File: config.mk
export PLATFORM = sky130hd
export DESIGN_NAME = fsbus_arbiter
export DESIGN_NICKNAME = d
export VERILOG_FILES = /design/src/rtl/fsbus_pkg.sv /design/src/rtl/fsbus_arbiter_rr_pick.sv /design/src/rtl/fsbus_arbiter.sv
export SDC_FILE = /design/constraint.sdc
export NUM_CORES = 1
export LEC_CHECK = 0
export BUFFER_PORTS_ARGS = -buffer_cell sky130_fd_sc_hd__clkbuf_2
export CAP_MARGIN = 40
export CORE_AREA = 2 2 109 111
export CTS_CLUSTER_SIZE = 24
export DETAILED_ROUTE_END_ITERATION = 6
export DIE_AREA = 0 0 111 113
export HOLD_SLACK_MARGIN = 0.15
export SETUP_SLACK_MARGIN = 0.2
export SYNTH_ARGS = -nofsm -noshare
export SYNTH_HDL_FRONTEND = slang
export SYNTH_SLANG_ARGS = --single-unit
File: constraint.sdc
create_clock -name clk_i -period 1.7 [get_ports clk_i]
set_input_delay 0.085 -clock clk_i [delete_from_list [all_inputs] [get_ports clk_i]]
set_output_delay 0.085 -clock clk_i [all_outputs]
set_load 0.1 [all_outputs]
File: src/rtl/fsbus_pkg.sv
// fsbus_pkg: shared types and helpers for the flash/SSRAM bus arbiter.
package fsbus_pkg;

  typedef enum logic [1:0] {
    ARB_IDLE,
    ARB_GRANT,
    ARB_HANDOFF
  } arb_state_e;

  // Widest master count the pick helper handles.
  localparam int MAX_MASTERS = 4;

  // Width of a counter that must hold values 0..max_hold.
  function automatic int hold_w(input int max_hold);
    return $clog2(max_hold + 1);
  endfunction

  // Cyclic one-hot priority pick: first set bit of req at or after ptr,
  // wrapping modulo n. Returns zero when nothing is requested.
  function automatic logic [3:0] rr_onehot(input logic [3:0] req,
                                           input logic [1:0] ptr,
                                           input int         n);
    logic [3:0] win;
    logic       found;
    int         idx;
    logic [1:0] idx2;
    win   = '0;
    found = 1'b0;
    for (int k = 0; k < MAX_MASTERS; k++) begin
      idx  = (int'(ptr) + k) % n;
      idx2 = idx[1:0];
      if ((k < n) && !found && req[idx2]) begin
        win[idx2] = 1'b1;
        found     = 1'b1;
      end
    end
    return win;
  endfunction

endpackage

File: src/rtl/fsbus_arbiter_rr_pick.sv
// rr_pick: combinational rotating priority encoder (req, ptr -> one-hot).
module rr_pick
  import fsbus_pkg::*;
#(
  parameter int N = 2
) (
  input  logic [N-1:0] req_i,
  input  logic [1:0]   ptr_i,
  output logic [N-1:0] gnt_o
);

  logic [3:0] req_w;
  logic [3:0] win_w;
  logic       win_unused;

  // Widen to the helper's fixed width, pick, and trim back to N masters.
  always_comb begin
    req_w          = '0;
    req_w[N-1:0]   = req_i;
    win_w          = rr_onehot(req_w, ptr_i, N);
    gnt_o          = win_w[N-1:0];
  end

  assign win_unused = ^win_w;

endmodule

File: src/rtl/fsbus_arbiter.sv
// fsbus_arbiter: round-robin Wishbone arbiter with hold limit and a one-cycle
// gap between owners. Optional urgent override: define ARB_URGENT_EN.
module fsbus_arbiter
  import fsbus_pkg::*;
#(
  parameter int NUM_MASTERS = 2,
  parameter int AW          = 32,
  parameter int MAX_HOLD    = 16
) (
  input  logic                      clk_i,
  input  logic                      rst_i,
  input  logic [NUM_MASTERS-1:0]    m_cyc_i,
  input  logic [NUM_MASTERS-1:0]    m_stb_i,
  input  logic [NUM_MASTERS-1:0]    m_we_i,
  input  logic [NUM_MASTERS*AW-1:0] m_adr_i,
  input  logic [NUM_MASTERS*4-1:0]  m_sel_i,
  input  logic [NUM_MASTERS*32-1:0] m_dat_i,
  input  logic [NUM_MASTERS-1:0]    m_urgent_i,
  output logic [NUM_MASTERS-1:0]    m_ack_o,
  output logic [31:0]               m_dat_o,
  output logic                      s_cyc_o,
  output logic                      s_stb_o,
  output logic                      s_we_o,
  output logic [AW-1:0]             s_adr_o,
  output logic [3:0]                s_sel_o,
  output logic [31:0]               s_dat_o,
  input  logic [31:0]               s_dat_i,
  input  logic                      s_ack_i,
  output logic [NUM_MASTERS-1:0]    gnt_o
);

  localparam int HW = hold_w(MAX_HOLD);

  arb_state_e             state_q, state_d;
  logic [NUM_MASTERS-1:0] gnt_q, gnt_d;
  logic [1:0]             rr_ptr_q, rr_ptr_d;
  logic [HW-1:0]          hold_cnt_q, hold_cnt_d, hold_inc;
  logic [1:0]             g_idx, next_ptr;
  logic [NUM_MASTERS-1:0] rr_win, idle_win, others;
  logic                   own_cyc, urgent_wait, force_off;

  rr_pick #(.N(NUM_MASTERS)) u_rr (
    .req_i (m_cyc_i),
    .ptr_i (rr_ptr_q),
    .gnt_o (rr_win)
  );

`ifdef ARB_URGENT_EN
  logic [NUM_MASTERS-1:0] urg_req, urg_win;
  assign urg_req = m_cyc_i & m_urgent_i;

  rr_pick #(.N(NUM_MASTERS)) u_urg (
    .req_i (urg_req),
    .ptr_i (2'd0),
    .gnt_o (urg_win)
  );

  assign idle_win    = (|urg_req) ? urg_win : rr_win;
  assign urgent_wait = |(urg_req & ~gnt_q);
`else
  logic urgent_unused;
  assign urgent_unused = ^m_urgent_i;
  assign idle_win      = rr_win;
  assign urgent_wait   = 1'b0;
`endif

  // Decode the current owner and the pointer it hands on to.
  always_comb begin
    g_idx = '0;
    for (int i = 0; i < NUM_MASTERS; i++) begin
      if (gnt_q[i]) g_idx = 2'(i);
    end
    next_ptr = (g_idx == 2'(NUM_MASTERS - 1)) ? 2'd0 : g_idx + 2'd1;
    own_cyc  = |(m_cyc_i & gnt_q);
    others   = m_cyc_i & ~gnt_q;
    hold_inc = (hold_cnt_q == HW'(MAX_HOLD)) ? hold_cnt_q : hold_cnt_q + 1'b1;
    // Preemption only lands on a beat boundary, i.e. with the ack in hand.
    force_off = s_ack_i && (|others) &&
                ((hold_inc == HW'(MAX_HOLD)) || urgent_wait);
  end

  // Next-state logic for the arbitration FSM.
  always_comb begin
    state_d    = state_q;
    gnt_d      = gnt_q;
    rr_ptr_d   = rr_ptr_q;
    hold_cnt_d = hold_cnt_q;
    case (state_q)
      ARB_IDLE: begin
        if (|m_cyc_i) begin
          gnt_d      = idle_win;
          hold_cnt_d = '0;
          state_d    = ARB_GRANT;
        end
      end
      ARB_GRANT: begin
        if (s_ack_i) hold_cnt_d = hold_inc;
        if (!own_cyc || force_off) begin
          gnt_d    = '0;
          rr_ptr_d = next_ptr;
          state_d  = ARB_HANDOFF;
        end
      end
      ARB_HANDOFF: state_d = ARB_IDLE;
      default:     state_d = ARB_IDLE;
    endcase
  end

  // FSM state and registered grant.
  always_ff @(posedge clk_i) begin
    if (rst_i) begin
      state_q    <= ARB_IDLE;
      gnt_q      <= '0;
      rr_ptr_q   <= '0;
      hold_cnt_q <= '0;
    end else begin
      state_q    <= state_d;
      gnt_q      <= gnt_d;
      rr_ptr_q   <= rr_ptr_d;
      hold_cnt_q <= hold_cnt_d;
    end
  end

  // Slave-side mux from the owner; everything idles low without a grant.
  always_comb begin
    s_cyc_o = 1'b0;
    s_stb_o = 1'b0;
    s_we_o  = 1'b0;
    s_adr_o = '0;
    s_sel_o = '0;
    s_dat_o = '0;
    for (int i = 0; i < NUM_MASTERS; i++) begin
      if (gnt_q[i]) begin
        s_cyc_o = m_cyc_i[i];
        s_stb_o = m_stb_i[i];
        s_we_o  = m_we_i[i];
        s_adr_o = m_adr_i[i*AW +: AW];
        s_sel_o = m_sel_i[i*4 +: 4];
        s_dat_o = m_dat_i[i*32 +: 32];
      end
    end
    // A beat cut short by reset is abandoned, so its ack is suppressed.
    m_ack_o = (state_q == ARB_GRANT && !rst_i) ?
              (gnt_q & {NUM_MASTERS{s_ack_i}}) : '0;
  end

  assign m_dat_o = s_dat_i;
  assign gnt_o   = gnt_q;

endmodule

==> results by group, run 1 <==
Outcome
  – Run status: finished clean

Pwr
  – VDD IR max: 0.445 mV
  – Cell area power density: 891 mW/mm²
  – Leak: 0.00235 µW

Clock tree
  – TritonCTS clock tree: built
  – Hold_buf cts: 0
  – CTS Buffer Depth: 2
  – CTS Sinks: 10
  – CTS root buf: clkbuf_16
  – H-tree lvl count: 1
  – Inserted Clock Buffers: 3
  – Worst-path clk slew: 40 ps
  – Clk_lat worst skew: 240 ps

STA
  – RSZ-0062 raised after global routing: true
  – Worst-Margin Slew: 537 ps
  – Final Setup Violations: 0
  – Final worst setup slack: 11.5 ps
  – Fmax: 0.592 GHz
  – Post-route clock period utilization: 99.3%
  – Post-route minimum period: 1690 ps
  – Hold WS: 162 ps
  – Final Max Tran Viols: 0
  – Clock skew: 3.95 ps
  – Final hold violation count: 0
  – Slew headroom: 64.3%

Cells and area
  – Share of layout cells above drive strength 1: 87.4%
  – Multi-input gate area: 0.00176 mm²
  – Area grow syn2layout: 205%
  – Reg area: 219 µm²
  – Filler cells: 1,030
  – # diodes: 0
  – Nets: 578

Logic synthesis
  – Simple-gate share of the synthesized area: 15.6%
  – Compound-Gate Fraction of Synth Area: 47.3%
  – Synth area leader: a22o_1
  – Area share of the largest cell type after synthesis: 38.7%
  – Xor and xnor area share after synthesis: 0.553%
  – Synth warn: 0
  – Cell Area, Synth: 0.00158 mm²
  – Seq/Total Area, Yosys: 12.6%
  – Post-synth EDFFs: 0
  – Mapped Nets: 383
  – Main combinational cell family by area after synthesis: compound AO/OA/AOI/OAI gates
  – Main flop type after synthesis: dfxtp_1
  – Synth Area in Adders: 1.58%
  – Synth top area cells: a22o_1 39%, buf_4 15%, dfxtp_1 13%
  – Distinct cells, synth: 39
  – Post-synth top cells: 70 x a22o_1, 32 x buf_4, 16 x clkbuf_1, 13 x nor2_1, 10 x dfxtp_1
  – Mapped Cells: 202
  – Fraction of registers with async set/reset: 0%
  – Yosys reg bits: 10
  – Mean Syn Cell Area: 7.84 µm²
  – Mux cell area share after synthesis: 1.34%
  – Top-count cell post-synth: a22o_1

Critical path
  – Critical path endpoint: rr_ptr_q[0]$_SDFFE_PP0P_
  – Critical Path Start: hold_cnt_q[0]$_SDFFE_PP0P_
  – Worst setup EP type: flop
  – FF-to-FF End: rr_ptr_q[0]$_SDFFE_PP0P_
  – Worst Path Required: 1830 ps
  – FF-to-FF path depth: 6
  – Kind of start point of the critical path: flop
  – Data arrival, critical path: 1820 ps
  – Critical path peak fanout: 5
  – Reg2reg start: hold_cnt_q[0]$_SDFFE_PP0P_
  – R2r setup slk: 10 ps
  – Setup CP Type: flop to flop

Floorplanning
  – FP Rows: 39
  – Die width: 111 µm
  – Ports: 286
  – Chip height: 113 µm
  – Initial Util: 14.0%
  – Core outline area: 0.0113 mm²
  – Die ar.: 0.0125 mm²

Global routing
  – Grt ovf: 0
  – Largest net degree at the start of global routing: 38
  – GRT Overall Usage: 13.2%
  – First-pass GRT wire length: 13,300 µm
  – Initial antenna violation count: 0
  – Vias in the first global route: 2,549

Drt
  – Final Routed Wirelength: 9730 µm
  – Detailed Routing Iterations Pass 1: 4
  – DRC Markers: 0
  – Vias per inst: 4.58
  – Vias: 2,467
  – Initial drt markers: 83
  – Wire per inst: 18.1 µm
  – Final ANT Viol Nets: 0

Place
  – PortBufs: 219
  – Pre-CTS setup slack: 2.16 ps
  – GPL Wtd Cong: 0.790
  – Post-DP HPWL: 7110 µm

Run
  – Max-cap viol count: 0

Min path
  – Hold crit path type: input pin to flop
[through the flow]
stage          power (µW)  util, %  TNS (ps)  cells  instance area [µm²]
3_5_place_dp         3480     36.0         0    520                 4050
3_3_place_gp         3450     36.0         0    520                 4050
6_report             4310     42.9         0    539                 4830
4_1_cts              4080     38.7         0    534                 4360
5_1_grt              4430     42.9     -42.6    539                 4830
2_1_floorplan        2640        -     -2430    202                 1920
[critical path, cell delays in order (launching register included)]
cell       delay (ps)
dfxtp_4           390
ha_4              170
nand3_2           120
xnor2_2           170
o2111ai_2         170
a21oi_2           230
mux2_4            320
[report_power, final]
group,internal (µW),switching [µW]
sequential,252,30.0
combinational,1440,2150
clock,316,125
total,2010,2300
[worst min-delay path by stage]
stage                            from  slack [ps]  cells after the start               endpoint
after floorplan            m_cyc_i[0]         210                      2  gnt_o[0]$_SDFFE_PP0P_
after global placement    s_dat_i[18]         170                      0            m_dat_o[18]
after detailed placement  s_dat_i[18]         170                      0            m_dat_o[18]
after CTS                  m_cyc_i[0]         150                      3  gnt_o[0]$_SDFFE_PP0P_
after global routing      s_dat_i[28]         170                      0            m_dat_o[28]
final                      m_cyc_i[0]         160                      3  gnt_o[0]$_SDFFE_PP0P_
[cell type report]
class / instances / share of cell area [%]
clock buffer: 4 / 1.63
timing repair buffer: 240 / 53.3
sequential: 10 / 4.53
multi-input combinational: 138 / 36.5
tap: 143 / 3.70
inverter: 4 / 0.414
[cell families after synthesis]
| group | Yosys count |
|---|---|
| buf+inv | 54 |
| xor+xnor | 1 |
| flops | 10 |
| fa+ha+maj | 2 |
| mux | 2 |
| compound gates | 89 |
| simple gates | 44 |
[layout by cell type (no fill, tap or decap), types with 4 or more instances in the layout]
cell	n
a22o_4	70
buf_12	79
nor2_1	12
buf_4	7
nand3_1	4
clkbuf_16	6
nor3_1	4
nand2_1	7
dfxtp_4	4
clkbuf_2	145
buf_16	4
[layer usage]
layer  up-vias  wire (µm)  track usage, %
met5         -          0               0
met4         0        182            4.08
met3        25        624            2.30
met2       147       5450            25.6
met1      1151       3480            14.6
li1       1144          -               -
[what timing repair did]
| action | CTS | global route |
|---|---|---|
| buffers inserted | 6 | 1 |
| gates cloned | 4 | 4 |
| pin swaps | 1 | 36 |
| resized for setup | 13 | 62 |
| endpoints found under the setup margin | 76 | 80 |
[state kept, by name, summed over array words and instances (netlist names)]
| name | count |
|---|---|
| gnt_o | 2 |
| hold_cnt_q | 5 |
| rr_ptr_q | 1 |
| state_q | 2 |
No activity file was read; power rests on OpenSTA's default activity.
==> run 2, diff against run 1 <==
--- a/config.mk
+++ b/config.mk
@@ -5,12 +5,13 @@
 export SDC_FILE = /design/constraint.sdc
 export NUM_CORES = 1
 export LEC_CHECK = 0
+export ABC_AREA = 1
 export BUFFER_PORTS_ARGS = -buffer_cell sky130_fd_sc_hd__clkbuf_2
 export CAP_MARGIN = 40
-export CORE_AREA = 2 2 109 111
+export CORE_AREA = 2 2 111 113
 export CTS_CLUSTER_SIZE = 24
 export DETAILED_ROUTE_END_ITERATION = 6
-export DIE_AREA = 0 0 111 113
+export DIE_AREA = 0 0 113 115
 export HOLD_SLACK_MARGIN = 0.15
 export SETUP_SLACK_MARGIN = 0.2
 export SYNTH_ARGS = -nofsm -noshare
==> run 2 against run 1 <==
- the flow now finishes with violations (design-rule violations)
- sequential share of layout area decreased by 0.13 points
- global-route usage down 1.4 points
- combinational power shrank 12%
==> results by group, run 2 <==
Logic synthesis
  – Fraction of registers with async set/reset: 0%
  – Cell Area, Synth: 0.00184 mm²
  – Post-synth top cells: 168 x nand2_1, 77 x nand3_1, 32 x buf_4, 14 x clkbuf_1, 13 x inv_1
  – Top-count cell post-synth: nand2_1
  – Synth area leader: nand2_1
  – Distinct cells, synth: 26
  – Mapped Cells: 362
  – Main flop type after synthesis: dfxtp_1
  – Yosys reg bits: 10
  – Mapped Nets: 543
  – Area share of the largest cell type after synthesis: 34.2%
  – Seq/Total Area, Yosys: 10.9%
  – Synth top area cells: nand2_1 34%, nand3_1 21%, buf_4 13%
  – Post-synth EDFFs: 0
  – Mean Syn Cell Area: 5.09 µm²
  – Synth warn: 0

Critical path
  – Worst Path Required: 1820 ps
  – Setup CP Type: flop to flop
  – Worst setup EP type: flop
  – Critical path peak fanout: 4
  – FF-to-FF End: rr_ptr_q[0]$_SDFFE_PP0P_
  – FF-to-FF path depth: 12
  – R2r setup slk: 190 ps
  – Reg2reg start: hold_cnt_q[1]$_SDFFE_PP0P_
  – Data arrival, critical path: 1630 ps
  – Critical Path Start: hold_cnt_q[1]$_SDFFE_PP0P_
  – Kind of start point of the critical path: flop

Pwr
  – Cell area power density: 806 mW/mm²
  – Clock Power Share: 10.8%
  – Int Pwr: 1690 µW
  – Leak: 0.00229 µW
  – P_sw: 2190 µW
  – Logic pwr share: 81.8%
  – VDD IR max: 0.362 mV
  – Reg power frac: 7.4%
  – Switch share: 56.4%
  – PnR Total Power: 3870 µW

Cells and area
  – Filler cells: 1,168
  – Largest Register: hold_cnt_q
  – Max reg flops: 5
  – Area grow syn2layout: 161%
  – # diodes: 0
  – Commonest non-fill, non-tap cell in the layout: clkbuf_2
  – Nets: 722
  – Share of layout cells above drive strength 1: 61.9%
  – Most frequent cells in the layout: 144 x clkbuf_2, 93 x nand2_1, 79 x buf_12, 75 x nand3_1, 71 x nand2_4

STA
  – Slew headroom: 76.4%
  – Final worst setup slack: 187 ps
  – RSZ-0062 raised after global routing: true
  – Final Setup Violations: 0
  – Final Max Tran Viols: 0
  – Post-route clock period utilization: 89.0%
  – TNS Setup: 0 ps
  – Fmax: 0.661 GHz
  – Worst-Margin Slew: 353 ps
  – Post-route minimum period: 1510 ps
  – Final hold violation count: 0
  – Clock skew: 5.01 ps

Clock tree
  – Hold_buf cts: 0
  – Clk_lat worst skew: 240 ps
  – CTS Buffer Depth: 2
  – Worst-path clk slew: 40 ps
  – H-tree lvl count: 1
  – Inserted Clock Buffers: 3
  – CTS root buf: clkbuf_16
  – CTS Sinks: 10
  – TritonCTS clock tree: built

Drt
  – Wire per inst: 13.2 µm
  – Final Routed Wirelength: 9090 µm
  – Detailed Routing Iterations Pass 1: 6
  – Final ANT Viol Nets: 0
  – Vias: 2,941
  – Initial drt markers: 119
  – DRC Markers: 19
  – Vias per inst: 4.28

Place
  – Pre-CTS setup slack: 180 ps
  – GPL Wtd Cong: 0.831
  – Post-DP HPWL: 6940 µm
  – PortBufs: 219

Global routing
  – Largest net degree at the start of global routing: 73
  – GRT Overall Usage: 11.8%
  – Initial antenna violation count: 0
  – First-pass GRT wire length: 12,700 µm
  – Vias in the first global route: 2,691
  – Grt ovf: 0

Floorplanning
  – Core outline area: 0.0118 mm²
  – Chip height: 115 µm
  – Die ar.: 0.0130 mm²
  – Ports: 286
  – Die width: 113 µm
  – Initial Util: 15.6%
  – FP Rows: 40

Min path
  – WHS Path Cells: 2
  – Hold Path Origin: rst_i
  – Worst Hold Endpoint: gnt_o[0]$_SDFFE_PP0P_
  – Hold crit path type: input pin to flop

Run
  – Max-cap viol count: 0

Outcome
  – Run status: finished with violations
  – Failing checks: design-rule violations
[run 2: power by group through the flow]
stage               logic, µW  registers (µW)  clock network, µW
detailed placement       3120             282                  0
global placement         3100             281                  0
floorplan                2280             310                  0
global route             3290             290                438
CTS                      3150             280                425
finish                   3170             287                417
[run 2: worst max-delay path, cell delays in order, from the launching register on]
cell and delay, ps:
dfxtp_4 340, buf_6 120, ha_4 160, inv_2 40
nand2_1 40, nand2_1 70, nor2_2 50, nor2_2 120
nand4_2 150, nand2_2 120, nand2_2 70, nand2_2 70
a21oi_2 50
[run 2: cell families (layout without fill, tap and decap cells)]
kind of cell	count (synthesis)	in the layout	synth area share, %
and+or+nand+nor	262	262	59.7
AOI/OAI and AO/OA	15	15	5.23
DFF	10	10	10.9
adders and majority gates	2	2	1.36
buffers and inverters	73	251	22.8
[run 2: worst max-delay path by stage]
stage                     slack [ps]                  endpoint
after global placement           210     gnt_o[1]$_SDFFE_PP0P_
after global routing             120  rr_ptr_q[0]$_SDFFE_PP0P_
final                            190  rr_ptr_q[0]$_SDFFE_PP0P_
after floorplan                  130                   s_cyc_o
after detailed placement         180     gnt_o[0]$_SDFFE_PP0P_
after CTS                        180                s_dat_o[7]
[run 2: area by class of cell]
| type | instances | area, µm² | area share, % |
|---|---|---|---|
| sequential | 10 | 211 | 4.40 |
| inverter | 16 | 67.6 | 1.41 |
| clock buffer | 4 | 78.8 | 1.64 |
| multi-input combinational | 279 | 1840 | 38.3 |
| timing repair buffer | 231 | 2430 | 50.5 |
| tap | 147 | 184 | 3.83 |
[run 2: what timing repair did]
action / CTS / global route
gates cloned: 1 / 1
setup buffers: 0 / 2
setup endpoints to repair: 9 / 58
resized for setup: 6 / 20
pin swaps: 1 / 13
hold endpoints to repair: 0 / 0
[run 2: metrics by stage]
step                      hold slack [ps]  util, %  area, µm²  cells
final                                 165     40.7       4810    687
after global routing                  170     40.7       4810    687
after CTS                             159     39.8       4700    684
after detailed placement              171     38.7       4570    679
after global placement                171     38.7       4570    679
after floorplan                       283        -       2400    362
[run 2: per-layer routing]
metal / GRT usage, % / wire [µm]
met4: 1.79 / 63
met2: 22.5 / 4830
met3: 2.79 / 910
met1: 13.7 / 3280
met5: 0 / 0
